### src/rtl/div_iter_if.sv
// Handshake and operand bundle between the execute-stage FU and the iterative divider.
interface div_iter_if #(
  parameter int unsigned WIDTH = 32
);
  logic             start;
  logic             is_signed;
  logic [WIDTH-1:0] srca;
  logic [WIDTH-1:0] srcb;
  logic             flush;
  logic             busy;
  logic             done;
  logic [WIDTH-1:0] hi;
  logic [WIDTH-1:0] lo;

  modport master (
    output start, is_signed, srca, srcb, flush,
    input  busy, done, hi, lo
  );

  modport slave (
    input  start, is_signed, srca, srcb, flush,
    output busy, done, hi, lo
  );
endinterface

### src/rtl/div_iter.sv
// Radix-2 restoring divider for MIPS DIV/DIVU: one quotient bit per cycle, 33-cycle fixed latency,
// sign fix-up on the final iteration, all outputs registered.
module div_iter #(
  parameter int unsigned WIDTH = 32
) (
  input logic        clk,
  input logic        reset,
  div_iter_if.slave  bus
);

  localparam int unsigned CntW = $clog2(WIDTH);

  typedef enum logic [1:0] {StIdle, StRun, StDone} state_e;

  state_e           state_q;
  logic [WIDTH-1:0] rem_q;
  logic [WIDTH-1:0] quo_q;
  logic [WIDTH-1:0] dvs_q;
  logic [CntW-1:0]  cnt_q;
  logic             quo_neg_q;
  logic             rem_neg_q;
  logic             dvz_q;
  logic             busy_q;
  logic             done_q;
  logic [WIDTH-1:0] hi_q;
  logic [WIDTH-1:0] lo_q;

  logic [WIDTH-1:0] a_abs;
  logic [WIDTH-1:0] b_abs;
  logic [WIDTH:0]   shifted;
  logic [WIDTH:0]   trial;
  logic             qbit;
  logic [WIDTH-1:0] rem_nxt;
  logic [WIDTH-1:0] quo_nxt;
  logic [WIDTH-1:0] hi_fix;
  logic [WIDTH-1:0] lo_fix;

  always_comb begin
    a_abs   = (bus.is_signed && bus.srca[WIDTH-1]) ? -bus.srca : bus.srca;
    b_abs   = (bus.is_signed && bus.srcb[WIDTH-1]) ? -bus.srcb : bus.srcb;
    shifted = {rem_q, quo_q[WIDTH-1]};
    trial   = shifted - {1'b0, dvs_q};
    // Borrow out of the trial subtract means the divisor did not fit: restore.
    qbit    = ~trial[WIDTH];
    rem_nxt = qbit ? trial[WIDTH-1:0] : shifted[WIDTH-1:0];
    quo_nxt = {quo_q[WIDTH-2:0], qbit};
    hi_fix  = rem_neg_q ? -rem_nxt : rem_nxt;
    // Divide by zero leaves |srca| as remainder, so hi returns the raw dividend after fix-up.
    if (dvz_q) begin
      lo_fix = '1;
    end else begin
      lo_fix = quo_neg_q ? -quo_nxt : quo_nxt;
    end
  end

  always_ff @(posedge clk or posedge reset) begin
    if (reset) begin
      state_q   <= StIdle;
      rem_q     <= '0;
      quo_q     <= '0;
      dvs_q     <= '0;
      cnt_q     <= '0;
      quo_neg_q <= 1'b0;
      rem_neg_q <= 1'b0;
      dvz_q     <= 1'b0;
      busy_q    <= 1'b0;
      done_q    <= 1'b0;
      hi_q      <= '0;
      lo_q      <= '0;
    end else if (bus.flush) begin
      state_q <= StIdle;
      busy_q  <= 1'b0;
      done_q  <= 1'b0;
    end else begin
      unique case (state_q)
        StIdle, StDone: begin
          done_q <= 1'b0;
          if (bus.start) begin
            state_q   <= StRun;
            busy_q    <= 1'b1;
            rem_q     <= '0;
            quo_q     <= a_abs;
            dvs_q     <= b_abs;
            cnt_q     <= CntW'(WIDTH - 1);
            quo_neg_q <= bus.is_signed & (bus.srca[WIDTH-1] ^ bus.srcb[WIDTH-1]);
            rem_neg_q <= bus.is_signed & bus.srca[WIDTH-1];
            dvz_q     <= (bus.srcb == '0);
          end else begin
            state_q <= StIdle;
          end
        end
        StRun: begin
          rem_q <= rem_nxt;
          quo_q <= quo_nxt;
          if (cnt_q == '0) begin
            state_q <= StDone;
            busy_q  <= 1'b0;
            done_q  <= 1'b1;
            hi_q    <= hi_fix;
            lo_q    <= lo_fix;
          end else begin
            cnt_q <= cnt_q - 1'b1;
          end
        end
        default: begin
          state_q <= StIdle;
          busy_q  <= 1'b0;
          done_q  <= 1'b0;
        end
      endcase
    end
  end

  assign bus.busy = busy_q;
  assign bus.done = done_q;
  assign bus.hi   = hi_q;
  assign bus.lo   = lo_q;

endmodule

### src/flat_wrapper.sv
// flat-port wrapper written by rule: the top's interface ports become plain ports
module div_iter_flat 
#(
  parameter int unsigned WIDTH = 32
)
  (clk, reset, bus_start, bus_is_signed, bus_srca, bus_srcb, bus_flush, bus_busy, bus_done, bus_hi, bus_lo);
  div_iter_if #(.WIDTH(WIDTH)) bus_i ();
  input logic clk;
  input logic reset;
  input wire logic [$bits(bus_i.start)-1:0] bus_start;
  input wire logic [$bits(bus_i.is_signed)-1:0] bus_is_signed;
  input wire logic [$bits(bus_i.srca)-1:0] bus_srca;
  input wire logic [$bits(bus_i.srcb)-1:0] bus_srcb;
  input wire logic [$bits(bus_i.flush)-1:0] bus_flush;
  output wire logic [$bits(bus_i.busy)-1:0] bus_busy;
  output wire logic [$bits(bus_i.done)-1:0] bus_done;
  output wire logic [$bits(bus_i.hi)-1:0] bus_hi;
  output wire logic [$bits(bus_i.lo)-1:0] bus_lo;
  assign bus_i.start = bus_start;
  assign bus_i.is_signed = bus_is_signed;
  assign bus_i.srca = bus_srca;
  assign bus_i.srcb = bus_srcb;
  assign bus_i.flush = bus_flush;
  assign bus_busy = bus_i.busy;
  assign bus_done = bus_i.done;
  assign bus_hi = bus_i.hi;
  assign bus_lo = bus_i.lo;
  div_iter #(.WIDTH(WIDTH)) u_core (.clk(clk), .reset(reset), .bus(bus_i));
endmodule
### config.mk
export PLATFORM = sky130hd
export DESIGN_NAME = div_iter_flat
export DESIGN_NICKNAME = d
export VERILOG_FILES = /design/src/rtl/div_iter_if.sv /design/src/rtl/div_iter.sv /design/src/flat_wrapper.sv
export SDC_FILE = /design/constraint.sdc
export NUM_CORES = 1
export LEC_CHECK = 0
export CAP_MARGIN = 0
export CELL_PAD_IN_SITES_DETAIL_PLACEMENT = 0
export CELL_PAD_IN_SITES_GLOBAL_PLACEMENT = 1
export CORE_MARGIN = 10
export CORE_UTILIZATION = 46
export DETAILED_ROUTE_END_ITERATION = 8
export GPL_TIMING_DRIVEN = 1
export MAX_ROUTING_LAYER = met4
export PLACE_DENSITY = 0.94
export SYNTH_ARGS = -nofsm -noshare
export SYNTH_HDL_FRONTEND = slang
export SYNTH_SLANG_ARGS = --single-unit
### constraint.sdc
create_clock -name clk -period 12.7 [get_ports clk]
set_input_delay 3.175 -clock clk [delete_from_list [all_inputs] [get_ports clk]]
set_output_delay 3.175 -clock clk [all_outputs]
set_load 0.02 [all_outputs]
==> Word-level counts from Yosys, hierarchy flattened <==
Cells that the tools add are included.
{ "word_totals": {"ff_bits": 172, "out_inout_bits": 66, "input_bits": 69, "word_cells": 65} }
{ "classes": {"bitwise_logic": 5, "n_eq_ne": 6, "n_mux": 24, "addsub": 6, "reduce_logical": 12} }
{ "op_table": {"columns": ["operator", "n"], "rows": [
  ["$mux W32", 8],
  ["$neg A32 Y32", 4],
  ["$pmux W32 S2", 2],
  ["$sub A33 B32 Y33", 1],
  ["$logic_not A32 Y1", 1],
  ["$mux W5", 2],
  ["$pmux W5 S2", 1],
  ["$reduce_and A3 Y1", 3],
  ["$mux W1", 7],
  ["$logic_not A5 Y1", 1],
  ["$sub A5 B1 Y5 const B", 1],
  ["$mux W2", 2],
  ["$ne A2 B2 Y1 const B", 2],
  ["$pmux W2 S2", 1],
  ["$reduce_and A4 Y1", 1],
  ["$ne A3 B2 Y1 const B", 1],
  ["$ne A3 B3 Y1 const B", 1],
  ["$and A1 B1 Y1", 2],
  ["$eq A2 B1 Y1 const B", 1],
  ["$eq A2 B2 Y1 const B", 1],
  ["$logic_and A1 B1 Y1", 2],
  ["$logic_not A2 Y1", 1],
  ["$not A1 Y1", 2],
  ["$pmux W1 S2", 1],
  ["other kinds (4)", 4]
]} }

==> Longest topological paths before layout <==
Gate-level depths: netlist of run 1.
{ "logic_depth": {"depth_word": 5, "mapped_depth": 25, "ltp_nobuf": 21} }

==> Worst setup path after synthesis of run 1 <==
No wires, ideal clock.
{ "synth_timing": {"path_type": "input port to flip-flop", "start": "input port bus_srcb[12]", "end": "register u_core.dvs_q[30]", "path_buffers": 0, "t_required_ps": 12566, "path_stages": 10, "setup_ps": 134, "arrival_time_ps": 5460, "setup_slack_ps": 7106, "cell_sequence": "or4_1 > nor4_1 > nand2b_1 > nor4_1 > nand2b_1 > nor3_1 > nand3b_1 > o41ai_1 > xor2_1 > o21ai_0"} }
{ "synth_via": {"elab_chain_len": 2} }
{ "synth_rtl": {"columns": ["item", "line_no", "text"], "rows": [
  ["start, declared", "flat_wrapper.sv:13", "input wire logic [$bits(bus_i.srcb)-1:0] bus_srcb;"],
  ["$neg A32 Y32", "div_iter.sv:40", "b_abs = (bus.is_signed && bus.srcb[WIDTH-1]) ? -bus.srcb : bus.srcb;"],
  ["$mux W32", "div_iter.sv:40", null],
  ["end signal, assigned", "div_iter.sv:83", "dvs_q <= b_abs;"],
  ["end, declared", "div_iter.sv:18", "logic [WIDTH-1:0] dvs_q;"]
]} }
No other way between the ends.
A chain may end at the register's enable or synchronous reset.

==> Worst setup path in the final report of run 1 <==
{ "layout_timing": {"start": "register u_core.quo_q[31]", "end": "register u_core.hi_q[30], in the netlist u_core.bus.hi[30]"} }
{ "layout_via": {"elab_chain_len": 4} }
{ "layout_rtl": {"columns": ["item", "line_no", "text"], "rows": [
  ["start, declared", "div_iter.sv:17", "logic [WIDTH-1:0] quo_q;"],
  ["start signal, assigned", "div_iter.sv:82", "quo_q <= a_abs;"],
  ["start signal, assigned", "div_iter.sv:94", "quo_q <= quo_nxt;"],
  ["$sub A33 B32 Y33", "div_iter.sv:42", "trial = shifted - {1'b0, dvs_q};"],
  ["$mux W32 *", "div_iter.sv:45", "rem_nxt = qbit ? trial[WIDTH-1:0] : shifted[WIDTH-1:0];"],
  ["$neg A32 Y32", "div_iter.sv:47", "hi_fix = rem_neg_q ? -rem_nxt : rem_nxt;"],
  ["$mux W32 *", "div_iter.sv:47", null],
  ["end signal, assigned", "div_iter.sv:99", "hi_q <= hi_fix;"],
  ["end, declared", "div_iter.sv:25", "logic [WIDTH-1:0] hi_q;"]
]} }
Every way passes the cells marked *; elsewhere a longest branch is shown, timed or not.

==> results.cfg, run 1 <==
[outcome]
status = complete, no violations

[setup_path]
timing.critical_path.from = u_core.quo_q[31]$_DFFE_PP0P_
cp.arrival_ns = 6.66
endpoint_kind = register
critPathLaunchType = register
r2r-start = u_core.quo_q[31]$_DFFE_PP0P_
worstPathRequired_ns = 13.00
critPathMaxFanout = 48
criticalPathCategory = reg2reg

[clocking]
ctsHtreeMaxLevel = 4
cts_buffer_depth = 2
clock_sinks = 171
cts.repair.resized = 0
clkTransAtPathRegs_ns = 0.08
cts_setup_buffers = 0
cts_tree = built
clock_latency_ns = 0.44
numCtsBuffers = 17
hold_buffers = 0
root_buffer = clkbuf_16

[floorplan]
die-area_um2 = 32800
io-pin-count = 135
placementRows = 58
coreArea_um2 = 25400
die_h_um = 181
die_x_um = 181
start_util = 0.471

[global_routing]
grt_use_total = 0.212
grt_pass1_wl_um = 56600
grt_remaining_overflow = 0
grt_pass1_vias = 10600
antenna_found_initial = 1
grt_max_degree = 102

[timing]
grt_setup_unrepaired = false
fin_crit_sh = 0.501
max_freq_mhz = 157
maxSlewViolCount = 0
worstMarginPinSlew_ns = 1.15
relSlewSlack = 0.230
hold_violations = 0
tns_ns = 0
fin_skew_ns = 0.0157
period_minus_slack_ns = 6.36
setup_viol = 0

[cells_and_area]
final_net_count = 1669
fin_cells = 1905
area_delta_synth_final_pct = 17.7
most-common-layout-cells = nand2_1 (230), o21ai_0 (184), dfrtp_1 (171)
final_common_cell = nand2_1
layout-drive-gt1-share = 0.0464
n_fill_cell = 2364

[power_and_ir_drop]
p_switching_mw = 0.706
leakagePower_nw = 5.92
comb_power_share = 0.338
power-per-cell-area_nw_per_um2 = 130
p_sw_frac = 0.386
p_int_mw = 1.12
p_seq_frac = 0.378
vdd_drop_max_v = 0.0000884
clkPwrFrac = 0.284

[placement]
dp.cells = 1872
gp_congestion = 0.926
dp_hpwl_um = 25900
portBuffers = 134

[synth]
syn_area_um2 = 12000
synth_area_leaders = dfrtp_1 (36%), o21ai_0 (7.7%), nand2_1 (7.3%), xnor2_1 (5.2%), xor2_1 (5.2%)
yosysSeqAreaShare = 0.358
synth_xor_xnor_area_share = 0.104
synth_top_area_share = 0.358
synth_compound_area_frac = 0.229
yosys-mux-area-fraction = 0.0230
syn_inst = 1474
yosysTopAreaCell = dfrtp_1
synth-async-reset-ratio = 1.00
synth_fa_ha_area_frac = 0.0415
synth-seq-cells = 171
synth_edf_count = 0
synth_top_family_by_area = compound AO/OA/AOI/OAI gates
avgSynthCellArea_um2 = 8.11
yosysUniqueCellTypes = 79
synth_flop_cell = dfrtp_1
yosys_warnings = 0
synthSimpleGateAreaFrac = 0.202
syn_nets = 1582

[drt]
drt_iter0_drc = 957
antenna_left = 0
dr.pass1.iters = 6
wire_per_inst_um = 18.0
vias_per_cell = 5.72
vias = 10900
drc_errors = 0
wl_um = 34300

[worst_hold_path]
hp-class = reg2reg
min_from = u_core.dvs_q[17]$_DFFE_PP0P_

[flow_run]
cap_violations = 0
==> path summary, 6_finish.rpt <==
check / end / slack (ns) / cells past startpoint
setup / recovery: u_core.bus.hi[30]$_DFFE_PP0P_ / 6.34 / 22
hold / removal: u_core.dvs_q[17]$_DFFE_PP0P_ / 0.48 / 2
setup reg to reg: u_core.bus.hi[30]$_DFFE_PP0P_ / 6.34 / 22
hold reg to reg: u_core.dvs_q[17]$_DFFE_PP0P_ / 0.48 / 2
max in group asynchronous: u_core.bus.hi[9]$_DFFE_PP0P_ / 7.90 / 3
min in group asynchronous: u_core.bus.hi[5]$_DFFE_PP0P_ / 3.31 / 2
==> metal layers <==
| metal | up-vias | global-route usage | wire, um |
|---|---|---|---|
| li1 | 5400 | - | - |
| met1 | 5094 | 0.282 | 16000 |
| met2 | 351 | 0.323 | 15600 |
| met3 | 47 | 0.0302 | 1830 |
| met4 | 0 | 0.0745 | 881 |
| met5 | - | - | 0 |
==> kinds of logic (layout without fill, tap and decap cells) <==
kind of cell             count (synthesis)  after routing
AO/OA/AOI/OAI                          450            450
XOR/XNOR                               142            142
adder cells (fa/ha/maj)                 39             39
buffers and inverters                  127            227
flip-flops                             171            171
multiplexers                            26             26
other                                    0              1
AND/OR/NAND/NOR                        519            519
==> flip-flops by register name, summed over array words and instances, names as in the netlist <==
name,count
u_core.bus.hi,32
u_core.bus.lo,32
u_core.dvs_q,32
u_core.quo_q,32
u_core.rem_q,32
u_core.cnt_q,5
u_core.bus.busy,1
u_core.bus.done,1
u_core.dvz_q,1
u_core.quo_neg_q,1
u_core.rem_neg_q,1
u_core.state_q,1
==> synth_stat cells (17+ instances only) <==
master	n
a21oi_1	110
nor2_1	109
o21ai_0	184
mux2i_1	23
ha_1	38
xor2_1	71
or3_1	26
nand2_1	232
dfrtp_1	171
xnor2_1	71
inv_1	52
nor3_1	30
nand3_1	18
clkbuf_1	50
nand2b_1	17
o31ai_1	28
==> per-stage QoR <==
stage | utilization | setup slack, ns | hold WS [ns] | total power, mW | cell area (um2)
final | 0.554 | 6.34 | 0.478 | 1.83 | 14100
after global placement | 0.531 | 6.41 | 0.462 | 1.30 | 13500
after floorplan | - | 4.89 | 0.450 | 1.13 | 12000
after global routing | 0.554 | 5.90 | 0.502 | 1.94 | 14100
after detailed placement | 0.531 | 6.29 | 0.471 | 1.31 | 13500
after CTS | 0.554 | 6.47 | 0.485 | 1.83 | 14100
==> final cells by class <==
type                       count  area (um2)  area share
sequential                   171        4280       0.304
clock inverter                14         144      0.0102
antenna                        1        2.50    0.000178
inverter                      53         204      0.0145
tap                          330         413      0.0293
multi-input combinational   1176        7190       0.511
timing repair buffer         142        1400      0.0996
clock buffer                  18         439      0.0312
==> critical path: stages, from the launching register on <==
cell and delay, ns:
dfrtp_1 0.42, inv_1 0.09, ha_1 0.20, fa_1 0.40
nand2b_1 0.19, a211oi_2 0.40, o21ai_1 0.30, a21oi_1 0.25
o211a_2 0.20, buf_4 0.49, inv_1 0.09, buf_4 0.30
a21oi_1 0.30, ha_1 0.21, nand2_1 0.06, or3_1 0.33
or4_4 0.53, nor4_4 0.24, a31oi_1 0.25, or3_4 0.46
o41ai_2 0.24, xor2_1 0.18, o21ai_1 0.08
==> power groups by stage <==
stage               Clock, mW  Sequential, mW  Combinational, mW
finish                  0.520           0.691              0.618
global route            0.549           0.702              0.694
CTS                     0.524           0.690              0.613
detailed placement          0           0.700              0.609
global placement            0           0.697              0.600
floorplan                   0           0.675              0.457
(Power assumes the default switching activity.)
==> inputs of run 2 (changes only) <==
Settings changed: CORE_UTILIZATION 46 to 43, PLACE_DENSITY 0.94 to 0.89.
Clock period 12.7 ns to 6.4 ns, I/O delays scaled along.
==> results.cfg, run 2 (synthesis results as in run 1) <==
[outcome]
status = complete, no violations

[cells_and_area]
final_net_count = 1671
multi_input_area_um2 = 7190
area_delta_synth_final_pct = 18.5
layout-drive-gt1-share = 0.0476
num_antenna_cells = 0
final_common_cell = nand2_1
most-common-layout-cells = nand2_1 (230), o21ai_0 (184), dfrtp_1 (171)
n_fill_cell = 2667
layout.area.seq_um2 = 4280
final_area_um2 = 14200

[worst_hold_path]
hp-class = reg2reg
min_from = u_core.bus.lo[2]$_DFFE_PP0P_

[clocking]
cts_tree = built
clock_latency_ns = 0.44
cts_buffer_depth = 2
clkTransAtPathRegs_ns = 0.08
numCtsBuffers = 17
cts.repair.resized = 0
ctsHtreeMaxLevel = 4
hold_buffers = 0
cts_setup_buffers = 0
root_buffer = clkbuf_16
clock_sinks = 171

[drt]
antenna_left = 0
dr.pass1.iters = 5
wire_per_inst_um = 18.3
vias = 10900
drc_errors = 0
drt_iter0_drc = 933
wl_um = 35600
vias_per_cell = 5.60

[setup_path]
criticalPathCategory = reg2reg
crit_slowest_cell = or4_1
critPathMaxFanout = 11
cp_common_cell = inv_1
worstPathBufferInverterCount = 3
worstPathRequired_ns = 6.71
cp.arrival_ns = 6.01
r2r-start = u_core.quo_q[31]$_DFFE_PP0P_
timing.critical_path.from = u_core.quo_q[31]$_DFFE_PP0P_
endpoint_kind = register
critPathLaunchType = register
path_cells = inv_1 -> ha_1 -> fa_1 -> nand2b_1 -> a211oi_2 -> o21ai_1 -> a211o_1 -> o211a_2 -> inv_1 -> nor2_1 -> a21oi_1 -> ha_1 -> inv_1 -> or4_1 -> or2_2 -> nor4b_1 -> a31oi_1 -> or3_4 -> o41ai_2 -> xor2_1 -> o21ai_1
critPathMaxStageDelay_ns = 0.54
crit_family = simple AND/OR/NAND/NOR gates

[floorplan]
placementRows = 60
io-pin-count = 135
die_h_um = 187
start_util = 0.440
die-area_um2 = 34900
die_x_um = 187
coreArea_um2 = 27200

[global_routing]
grt_pass1_wl_um = 58200
grt_use_total = 0.206
grtUsageMet2 = 0.320
met1_usage = 0.279
grt_remaining_overflow = 0
antenna_found_initial = 0
grt_max_degree = 98
grt_pass1_vias = 10600
grt_busiest_layer = met2
use_met3 = 0.0270

[timing]
setup_viol = 0
max_freq_mhz = 175
hold_violations = 0
grt_setup_unrepaired = false
fin_crit_sh = 0.891
maxSlewViolCount = 0
fin_skew_ns = 0.0112
relSlewSlack = 0.201
tns_ns = 0
worstMarginPinSlew_ns = 1.20
period_minus_slack_ns = 5.70

[placement]
dp_hpwl_um = 27200
postPlaceCellArea_um2 = 13600
portBuffers = 134
gp_congestion = 0.882

[power_and_ir_drop]
vdd_drop_max_v = 0.000195
p_switching_mw = 1.42
p_sw_frac = 0.385
leakagePower_nw = 5.94
clkPwrFrac = 0.295
power-per-cell-area_nw_per_um2 = 261
p_int_mw = 2.27
p_seq_frac = 0.371
comb_power_share = 0.334

[flow_run]
cap_violations = 0
[run 2: cell types whose count changed in the layout (fill, tap and decap cells not counted), sizes merged]
cell,before,now
clkinv,7,6
buf,8,10
bufinv,0,1
diode,1,0
[run 2: area by class of cell]
| class | instances | area share |
|---|---|---|
| tap | 372 | 0.0329 |
| clock buffer | 18 | 0.0310 |
| clock inverter | 14 | 0.0119 |
| multi-input combinational | 1176 | 0.508 |
| sequential | 171 | 0.302 |
| timing repair buffer | 144 | 0.100 |
| inverter | 53 | 0.0144 |
[run 2: worst paths after layout]
| kind | end | slack, ns | cells after the start |
|---|---|---|---|
| max in group asynchronous | u_core.rem_q[18]$_DFFE_PP0P_ | 3.55 | 3 |
| setup reg to reg | u_core.bus.hi[30]$_DFFE_PP0P_ | 0.70 | 21 |
| hold reg to reg | u_core.bus.lo[2]$_DFFE_PP0P_ | 0.47 | 2 |
| setup / recovery | u_core.bus.hi[30]$_DFFE_PP0P_ | 0.70 | 21 |
| min in group asynchronous | u_core.bus.hi[6]$_DFFE_PP0P_ | 1.71 | 2 |
| hold / removal | u_core.bus.lo[2]$_DFFE_PP0P_ | 0.47 | 2 |
[run 2: metal layers]
metal  part of all wire  up-vias
li1                   -     5398
met1               0.48     5182
met2               0.46      285
met3              0.038       38
met4              0.021        0
met5                  0        -
[run 2: power by group through the flow]
stage,Clock (mW),Combinational [mW],Sequential (mW)
finish,1.09,1.23,1.37
global route,1.15,1.38,1.39
CTS,1.10,1.23,1.36
detailed placement,0,1.22,1.39
global placement,0,1.21,1.38
floorplan,0,0.907,1.34
[run 2: tightest hold or removal path, stage by stage (launching register included)]
cell     delay, ns
dfrtp_1       0.35
nand2_1       0.05
nand2_1       0.05
[run 2: per-stage QoR]
step | util | instances | hold slack, ns | power, mW | setup slack, ns
floorplan | - | 1474 | 0.450 | 2.25 | 0.168
global placement | 0.499 | 1916 | 0.460 | 2.59 | 0.874
detailed placement | 0.499 | 1916 | 0.460 | 2.61 | 0.798
CTS | 0.521 | 1948 | 0.480 | 3.70 | 0.773
global route | 0.521 | 1948 | 0.506 | 3.92 | 0.190
finish | 0.521 | 1948 | 0.472 | 3.69 | 0.700
==> variant (flow settings as in run 2) <==
`WIDTH` is set to 32 in 3 places; all go to 64.
--- a/src/rtl/div_iter_if.sv
+++ b/src/rtl/div_iter_if.sv
@@ -1,6 +1,6 @@
 // Handshake and operand bundle between the execute-stage FU and the iterative divider.
 interface div_iter_if #(
-  parameter int unsigned WIDTH = 32
+  parameter int unsigned WIDTH = 64
 );
   logic             start;
   logic             is_signed;
--- a/src/rtl/div_iter.sv
+++ b/src/rtl/div_iter.sv
@@ -1,7 +1,7 @@
 // Radix-2 restoring divider for MIPS DIV/DIVU: one quotient bit per cycle, 33-cycle fixed latency,
 // sign fix-up on the final iteration, all outputs registered.
 module div_iter #(
-  parameter int unsigned WIDTH = 32
+  parameter int unsigned WIDTH = 64
 ) (
   input logic        clk,
   input logic        reset,
--- a/src/flat_wrapper.sv
+++ b/src/flat_wrapper.sv
@@ -1,7 +1,7 @@
 // flat-port wrapper written by rule: the top's interface ports become plain ports
 module div_iter_flat 
 #(
-  parameter int unsigned WIDTH = 32
+  parameter int unsigned WIDTH = 64
 )
   (clk, reset, bus_start, bus_is_signed, bus_srca, bus_srcb, bus_flush, bus_busy, bus_done, bus_hi, bus_lo);
   div_iter_if #(.WIDTH(WIDTH)) bus_i ();
Ports: changed (resized bus_hi, bus_lo, bus_srca and bus_srcb); port bits go from 135 to 263. The function was not compared with the original's and may differ.
==> variant against run 2 <==
Count of clock-buffer cells in the layout increased by 38. Total power is 99% higher. Synthesized area rose by 100%. Sequential power is 89% higher. Sequential cell count up 161. Critical endpoint is now u_core.bus.hi[58]. Critical path type unchanged. Fmax is 5.5% lower. Worst setup slack got worse by 0.33 ns. Routed wire length grew to 2.6 times the old value. Highest routed layer unchanged. Final area grew 110%.
==> variant: results (changes against run 2) <==
outcome complete, no violations; NumNets Final 3,540 (+110%); pin count of the biggest net entering global routing 143 (+46%); antenna violations before repair 3 (+3); worst slew pin tran 1.27 ns (+0.0719 ns); Initial DRT Pass Iterations 6 (+1); share of cells above drive strength 1 0.0589 (+0.0113); clock transition at the registers of the reported paths 0.06 ns (-0.02 ns); hold worst-path end u_core.bus.hi[29]; comb pwr 0.00244 W (+98%); DRT iter0 DRCs 2,209 (+140%); global-route wire length before repair 144,000 µm (+150%); CP arrival 6.47 ns (+0.46 ns); combinational power share 0.332 (-0.002); RD Place Congestion 0.997 (+13%); post-route setup slack 0.368 ns (-0.332 ns); met2 wire len 44,500 µm (+170%); Clock power frac 0.316 (+0.021); R2R cell count 28 (+33%); Overall Global Routing Usage 0.282 (+0.0759); CTS buffer count 41 (+24); post-placement cell area 27,900 µm² (+110%); worst skew pair latency 0.57 ns (+0.13 ns); Setup Skew 0.0192 ns (+0.00801 ns); Worst Setup EP u_core.bus.hi[58]; routed length per instance 22.8 µm (+25%); CP max stage delay 0.49 ns (-0.05 ns); Setup Slack @ Placement 0.326 ns (-0.472 ns); Sw Share 0.382 (-0.00281); M3 GR Usage 0.0365 (+0.00947); R2R setup slack 0.37 ns (-0.33 ns); synth top area cells dfrtp_1 34%, o21ai_0 7.8%, nand2_1 6.7%, xor2_1 6.2%, a21oi_1 6.0%; dpl hpwl 73,900 µm (+170%); Max Buffers Root-to-Sink 3 (+1); vias 24,600 (+130%)
[variant: worst register-to-register path: cells and delay by family, from the launching register on]
family	cells	cell delay (ns)
simple gates	10	2.10
buf+inv	5	0.69
compound gates	9	1.70
fa+ha+maj	3	0.84
xor+xnor	1	0.18
flops	1	0.39
[variant: cell type report]
type,instances,area (µm²),area share
antenna,3,7.51,0.000257
clock buffer,56,1160,0.0398
clock inverter,15,158,0.00539
inverter,103,390,0.0134
multi-input combinational,2518,15000,0.513
sequential,332,8310,0.284
tap,756,946,0.0324
timing repair buffer,340,3250,0.111
[variant: logic make-up (layout without fill, tap and decap cells)]
logic type,count (synthesis),in the layout,share of synthesized area
flops,332,332,0.341
xor+xnor,288,288,0.104
other cells,0,3,0
mux,40,40,0.0166
buf+inv,274,514,0.0441
fa+ha+maj,71,71,0.0368
compound gates,978,978,0.238
simple gates,1141,1141,0.220
[variant: timing repair]
item	CTS	global route
setup endpoints to repair	0	2
hold buffers	0	0
resized for setup	0	2
